File: src/rtl/mac_accum_if.sv
// rtl/mac_accum_if.sv - valid/ready operand and result bus for mac_accum
// Operand width comes from the global WIDTH macro (defaults to 8).
`ifndef WIDTH
`define WIDTH 8
`endif

interface mac_accum_if;
  logic                    in_valid;
  logic                    in_ready;
  logic [`WIDTH-1:0]       in_a;
  logic [`WIDTH-1:0]       in_w;
  logic [2*`WIDTH-1:0]     bias;
  logic                    out_valid;
  logic                    out_ready;
  logic [2*`WIDTH-1:0]     out_acc;

  modport master (
    output in_valid, in_a, in_w, bias, out_ready,
    input  in_ready, out_valid, out_acc
  );

  modport slave (
    input  in_valid, in_a, in_w, bias, out_ready,
    output in_ready, out_valid, out_acc
  );
endinterface

File: src/rtl/mac_accum.sv
// rtl/mac_accum.sv - streaming signed multiply-accumulate over KLEN beats plus bias
// Define MAC_SATURATE_EN to clamp every accumulate step instead of wrapping.
`ifndef WIDTH
`define WIDTH 8
`endif

module mac_accum #(
  parameter int KLEN = 9
) (
  input  logic         clk,
  input  logic         rst,
  mac_accum_if.slave   bus
);

  localparam int W     = `WIDTH;
  localparam int W2    = 2 * `WIDTH;
  localparam int CNT_W = (KLEN > 1) ? $clog2(KLEN) : 1;

  typedef enum logic {ST_ACC, ST_HOLD} state_t;

  state_t            r_state;
  logic [CNT_W-1:0]  r_cnt;
  logic [W2-1:0]     r_acc;
  logic [W2-1:0]     r_out_acc;
  logic              r_out_valid;

  logic              w_in_ready;
  logic              w_beat;
  logic              w_last;
  logic [W2-1:0]     w_a_ext;
  logic [W2-1:0]     w_w_ext;
  logic [W2-1:0]     w_prod;
  logic [W2-1:0]     w_base;
  logic [W2-1:0]     w_sum;

  assign w_in_ready = !r_out_valid || bus.out_ready;
  assign w_beat     = bus.in_valid && w_in_ready;
  assign w_last     = (r_cnt == CNT_W'(KLEN - 1));

  // Sign-extend first so the low 2*W bits of the product are exact.
  assign w_a_ext = {{W{bus.in_a[W-1]}}, bus.in_a};
  assign w_w_ext = {{W{bus.in_w[W-1]}}, bus.in_w};
  assign w_prod  = w_a_ext * w_w_ext;

  // cnt is 0 in HOLD, so a beat accepted during an output transfer starts from bias.
  assign w_base  = (r_cnt == '0) ? bus.bias : r_acc;

`ifdef MAC_SATURATE_EN
  logic [W2:0] w_sum_ext;
  assign w_sum_ext = {w_base[W2-1], w_base} + {w_prod[W2-1], w_prod};

  always_comb begin
    w_sum = w_sum_ext[W2-1:0];
    if (w_sum_ext[W2] != w_sum_ext[W2-1]) begin
      w_sum = w_sum_ext[W2] ? {1'b1, {(W2-1){1'b0}}} : {1'b0, {(W2-1){1'b1}}};
    end
  end
`else
  assign w_sum = w_base + w_prod;
`endif

  always_ff @(posedge clk or posedge rst) begin
    if (rst) begin
      r_state     <= ST_ACC;
      r_cnt       <= '0;
      r_acc       <= '0;
      r_out_acc   <= '0;
      r_out_valid <= 1'b0;
    end else begin
      case (r_state)
        ST_ACC: begin
          if (w_beat) begin
            r_acc <= w_sum;
            if (w_last) begin
              r_cnt       <= '0;
              r_out_acc   <= w_sum;
              r_out_valid <= 1'b1;
              r_state     <= ST_HOLD;
            end else begin
              r_cnt <= r_cnt + CNT_W'(1);
            end
          end
        end
        ST_HOLD: begin
          if (bus.out_ready) begin
            r_out_valid <= 1'b0;
            r_state     <= ST_ACC;
            if (bus.in_valid) begin
              r_acc <= w_sum;
              // Single-beat windows complete immediately and stay in HOLD.
              if (w_last) begin
                r_out_acc   <= w_sum;
                r_out_valid <= 1'b1;
                r_state     <= ST_HOLD;
              end else begin
                r_cnt <= CNT_W'(1);
              end
            end
          end
        end
        default: begin
          r_state     <= ST_ACC;
          r_out_valid <= 1'b0;
        end
      endcase
    end
  end

  assign bus.in_ready  = w_in_ready;
  assign bus.out_valid = r_out_valid;
  assign bus.out_acc   = r_out_acc;

endmodule

File: src/flat_wrapper.sv
// flat-port wrapper written by rule: the top's interface ports become plain ports
module mac_accum_flat 
#(
  parameter int KLEN = 9
)
  (clk, rst, bus_in_valid, bus_in_a, bus_in_w, bus_bias, bus_out_ready, bus_in_ready, bus_out_valid, bus_out_acc);
  mac_accum_if bus_i ();
  input  logic clk;
  input  logic rst;
  input wire logic [$bits(bus_i.in_valid)-1:0] bus_in_valid;
  input wire logic [$bits(bus_i.in_a)-1:0] bus_in_a;
  input wire logic [$bits(bus_i.in_w)-1:0] bus_in_w;
  input wire logic [$bits(bus_i.bias)-1:0] bus_bias;
  input wire logic [$bits(bus_i.out_ready)-1:0] bus_out_ready;
  output wire logic [$bits(bus_i.in_ready)-1:0] bus_in_ready;
  output wire logic [$bits(bus_i.out_valid)-1:0] bus_out_valid;
  output wire logic [$bits(bus_i.out_acc)-1:0] bus_out_acc;
  assign bus_i.in_valid = bus_in_valid;
  assign bus_i.in_a = bus_in_a;
  assign bus_i.in_w = bus_in_w;
  assign bus_i.bias = bus_bias;
  assign bus_i.out_ready = bus_out_ready;
  assign bus_in_ready = bus_i.in_ready;
  assign bus_out_valid = bus_i.out_valid;
  assign bus_out_acc = bus_i.out_acc;
  mac_accum #(.KLEN(KLEN)) u_core (.clk(clk), .rst(rst), .bus(bus_i));
endmodule
File: config.mk
export PLATFORM = sky130hd
export DESIGN_NAME = mac_accum_flat
export DESIGN_NICKNAME = d
export VERILOG_FILES = /design/src/rtl/mac_accum_if.sv /design/src/rtl/mac_accum.sv /design/src/flat_wrapper.sv
export SDC_FILE = /design/constraint.sdc
export NUM_CORES = 1
export LEC_CHECK = 0
export CAP_MARGIN = 30
export CORE_ASPECT_RATIO = 1.25
export CORE_UTILIZATION = 55
export CTS_BUF_LIST = sky130_fd_sc_hd__clkbuf_16
export CTS_CLUSTER_SIZE = 12
export DETAILED_ROUTE_END_ITERATION = 10
export PLACE_DENSITY_LB_ADDON = 0.12
export SLEW_MARGIN = 20
export SYNTH_ARGS = -nofsm -noshare
export SYNTH_HDL_FRONTEND = slang
export SYNTH_SLANG_ARGS = --single-unit
File: constraint.sdc
create_clock -name clk -period 6.4 [get_ports clk]
set_clock_uncertainty 0.05 [all_clocks]
set_input_delay 1.28 -clock clk [delete_from_list [all_inputs] [get_ports clk]]
set_output_delay 1.28 -clock clk [all_outputs]
set_load 0.02 [all_outputs]
[Yosys cells after proc, flatten, opt, wreduce, memory -nomap -nowiden]
Index checks and enable logic that the tools add are counted.
Cells by class
  reduce and logical (&&, ||, !) cells: 7
  mux-type cells: 25
  equality and inequality tests: 6
  add/subtract/negate cells: 2
  bitwise gates (word level): 1
  $mul: 1
Operator list (count)
  two-way mux 16 bit: 8
  one-hot mux 16 bit (2 select lines): 2
  two-way mux 4 bit: 5
  adder 16 bit: 1
  multiplier 8 x 8 -> 16 bit: 1
  one-hot mux 4 bit (2 select lines): 1
  two-way mux 1 bit: 7
  inequality test 2 bit, second input constant: 3
  AND reduction 3 bit: 2
  adder 4 x 1 -> 4 bit, second input constant: 1
  equality test 4 bit, second input constant: 1
  zero test 4 bit: 1
  inequality test 2 x 1 -> 1 bit, second input constant: 2
  one-hot mux 1 bit (2 select lines): 2
  AND reduction 4 bit: 1
  logical AND 1 bit: 1
  zero test 1 bit: 1
  logical OR 1 bit: 1
  NOT 1 bit: 1
Storage, ports and cells
  output and inout bits: 18
  logic and storage cells: 47
  flip-flop bits (word level): 38
  input port bits: 36

[Logic depth before layout (Yosys ltp)]
Gate-level depths: netlist of the first run.
  word-level depth: 7
  mapped depth: 22
  mapped depth without buffers: 20

[Worst setup path before layout of the first run]
No wires, ideal clock.
  kind: input to register
  start: in bus_in_a[7]
  end: reg u_core.r_out_acc[14] (netlist: u_core.bus.out_acc[14])
  required time: 6.281 ns
  cell stages on the path: 15
  path buffers: 0
  slack: 0.709 ns
  library setup time: 0.069 ns
  data arrival time: 5.573 ns
  cells stage by stage: and2_1 > inv_1 > fa_1 > inv_1 > fa_1 > fa_1 > fa_1 > fa_1 > ha_1 > inv_1 > o21ai_0 > a21oi_1 > o21ba_2 > or4_1 > nand3_1
On the way
  word-level cells in the longest chain between the ends: 6
RTL lines
  from (decl): line flat_wrapper.sv:11  | input wire logic [$bits(bus_i.in_a)-1:0] bus_in_a;
  multiplier 8 x 8 -> 16 bit *: line mac_accum.sv:43  | assign w_prod = w_a_ext * w_w_ext;
  adder 16 bit *: line mac_accum.sv:59  | assign w_sum = w_base + w_prod;
  two-way mux 16 bit *: line mac_accum.sv:74, mac_accum.sv:91
  two-way mux 16 bit: line mac_accum.sv:88  | if (bus.in_valid) begin
  two-way mux 16 bit: line mac_accum.sv:85  | if (bus.out_ready) begin
  one-hot mux 16 bit (2 select lines) *: line mac_accum.sv:70  | case (r_state)
  to (signal assigned): line mac_accum.sv:76  | r_out_acc <= w_sum;
  to (signal assigned): line mac_accum.sv:92  | r_out_acc <= w_sum;
  to (decl): line mac_accum.sv:24  | logic [W2-1:0] r_out_acc;
Mark *: on every way between the ends. The rest lies on a longest branch, timed or not. The select of a mux whose other input is x is not followed.
A chain may end at the register's enable or synchronous reset.

[Worst setup path in the final report of the first run]
  start: in bus_in_a[7]
  end: reg u_core.r_acc[15]
On the way
  word-level cells in the longest chain between the ends: 5
RTL lines
  multiplier 8 x 8 -> 16 bit *: line mac_accum.sv:43
  adder 16 bit *: line mac_accum.sv:59
  two-way mux 16 bit: line mac_accum.sv:88
  two-way mux 16 bit: line mac_accum.sv:85
  one-hot mux 16 bit (2 select lines) *: line mac_accum.sv:70
  to (signal assigned): line mac_accum.sv:73  | r_acc <= w_sum;
  to (signal assigned): line mac_accum.sv:89  | r_acc <= w_sum;
  to (decl): line mac_accum.sv:23  | logic [W2-1:0] r_acc;
Marks and branches as above.

==> results of run 1 <==
## path summary, 6_finish.rpt
path,from,endpoint,depth (start not counted)
worst max-delay path,bus_in_a[7],u_core.r_acc[15],19
worst min-delay path,u_core.bus.out_acc[12],u_core.bus.out_acc[12],2
worst max register to register,u_core.r_cnt[0],u_core.r_acc[15],20
worst min register to register,u_core.bus.out_acc[12],u_core.bus.out_acc[12],2
max in group asynchronous,rst,u_core.r_acc[10],3
min in group asynchronous,rst,u_core.bus.out_acc[2],3
## cells in the mapped netlist, drive strengths merged, types with 5 or more instances
library cell / number / area (um2)
fa: 71 / 1420
nand2: 35 / 131
mux2: 29 / 327
dfrtp: 38 / 951
mux2i: 13 / 130
buf: 5 / 31.3
nor2: 10 / 37.5
inv: 72 / 270
and2: 35 / 219
xnor2: 16 / 140
a21oi: 13 / 65.1
ha: 39 / 488
o21ai: 13 / 65.1
## tightest hold or removal path: stages, from the launching register on
cell     delay (ns)
dfrtp_1        0.34
nand2_1        0.05
o21ai_0        0.07
## registers in the layout, summed over array words and instances (netlist names)
| name | cells |
|---|---|
| u_core.bus.out_valid | 1 |
| u_core.r_state | 1 |
| u_core.r_acc | 16 |
| u_core.bus.out_acc | 16 |
| u_core.r_cnt | 4 |
## layout make-up
type / count / area [um2]
multi-input cells: 312 / 3300
fillers: 625 / 2510
flip-flops and latches: 38 / 951
repair buffers: 67 / 639
inverters: 72 / 270
clock buffers: 5 / 125
well taps: 95 / 119
clock inverters: 3 / 11.3
## layer usage
layer / up-vias / GRT usage [%] / share of wire (%)
li1: 1498 / - / -
met3: 14 / 1.75 / 2.5
met1: 1578 / 32.8 / 45
met4: 0 / 7.14 / 2.0
met5: - / 0 / 0
met2: 62 / 40.7 / 51
## metrics by stage
step	instance area, um2	hold slack [ns]	std cells	util, %
after floorplan	4550	0.399	428	-
final	5420	0.448	592	68.4
after CTS	5410	0.453	591	68.2
after global routing	5420	0.465	592	68.4
after global placement	5270	0.426	583	66.5
after detailed placement	5270	0.440	583	66.5
## logic make-up after synthesis
logic type / share of synthesized area [%]
AO/OA/AOI/OAI: 5.55
AND/OR/NAND/NOR: 11.3
multiplexers: 10.0
flip-flops: 20.9
adder cells (fa/ha/maj): 41.9
buffers and inverters: 6.70
XOR/XNOR: 3.65
## cells in the final DEF, fill, tap and decap left out, types with 4 or more instances in the layout
cell,instances
nand3_1,4
dfrtp_1,38
fa_1,71
clkbuf_16,5
xnor2_1,16
clkdlybuf4s50_1,53
buf_4,13
nand2_1,35
o21ai_0,13
a21oi_1,13
inv_1,72
and2_1,35
nor2_1,10
mux2_2,29
mux2i_1,13
nand2b_1,4
ha_1,39
==> metrics, run 1 <==
drt pass-1 iters 4; GRT Total Usage 23.9%; Ys Warns 0; wire per inst 15.7 um; Post-Route WL 9290 um; Reg clk slew, reported paths 0.05 ns; Max-cap violations 0; CTS buffer count 5; endpoint kind of the worst setup timing path register; top achievable clock speed 164 MHz; slowest cell on the critical path clkdlybuf4s50_1; vias in the first global route 3483; H-tree depth 2; post-CTS setup buffer count 0; status finished clean; crit-path max FO 8; DR vias 3152; DIE AREA 8650 um2; Worst path top cell family by delay adder cells; Cell Chain, Critical Path clkdlybuf4s50_1 > and2_1 > inv_1 > buf_4 > fa_1 > inv_1 > fa_1 > inv_1 > fa_1 > inv_1 > fa_1 > ha_1 > ha_1 > a21o_1 > a21oi_1 > o21ai_0 > a31oi_1 > xnor2_1 > mux2_2; first-pass GRT wire length 16500 um; gr ovfl total 0; effective utilization at floorplan 57.4%; # DRC 0; pin count of the biggest net entering global routing 39; Slew Limit Fails 0; register area share after synthesis 20.9%; initial antenna violation count 0; latest clock arrival within the worst-skew pair 0.28 ns; Synth Register Bits 38; part of the cycle the worst path needs 95.0%; syn avg cell area 10.6 um2; P&R area growth vs syn 19.0%; PortBufs 53; Cell variety after synth 38; final setup vio count 0; CTS Buffer Depth 2; post-CTS sizing 0; share of layout cells above drive strength 1 10.5%; data required time of the critical path 6.51 ns; Placer Congestion 0.860; dpl ws 0.0237 ns; mapped cell area 4550 um2; FP Rows 36; clock sinks 38; Die X 83.4 um; DR iter-0 viols 101; critical path class input port to register; Clock Root Buffer clkbuf_16; nets 642; Worst path max stage delay 0.64 ns; antenna-violating nets left 0; diodes inserted 0; core box area 7930 um2; Die H 104 um; Final Critical Period 6.08 ns; Startpoint Class input port; Fin. Hold Viols 0; min-delay worst type register to register; Worst slew margin 67.3%; DP HPWL 7950 um; Worst Slack Setup Final 0.319 ns; I/O pin cnt 54; WP data arrival 6.19 ns; Total Neg Setup Slack 0 ns; Syn Inst Count 428; CTS Hold Buffers Added 0; number of enable flip-flop cells after synthesis 0; post-DR vias/cell 5.32; internal reg-to-reg setup slack 0.75 ns; syn_nets 574; CP Buf/Inv Count 6; Synth Flop Type dfrtp_1; RSZ-0062 raised after global routing false; worst slew pin tran 0.491 ns; TritonCTS clock tree done; Async S/R FF share, synth 100%
Power of run 1 is not shown: default switching activity piles up to over one toggle a cycle in this logic, so the estimate is an artifact.
==> run 2, diff against run 1 <==
Settings changed: CTS_CLUSTER_DIAMETER set to 200, SETUP_SLACK_MARGIN set to 0.05, SKIP_CTS_REPAIR_TIMING set to 1.
==> results of run 2 <==
Final layout, timing and power as in run 1 (identical DEF).
Power of run 2 is left out for the same reason.
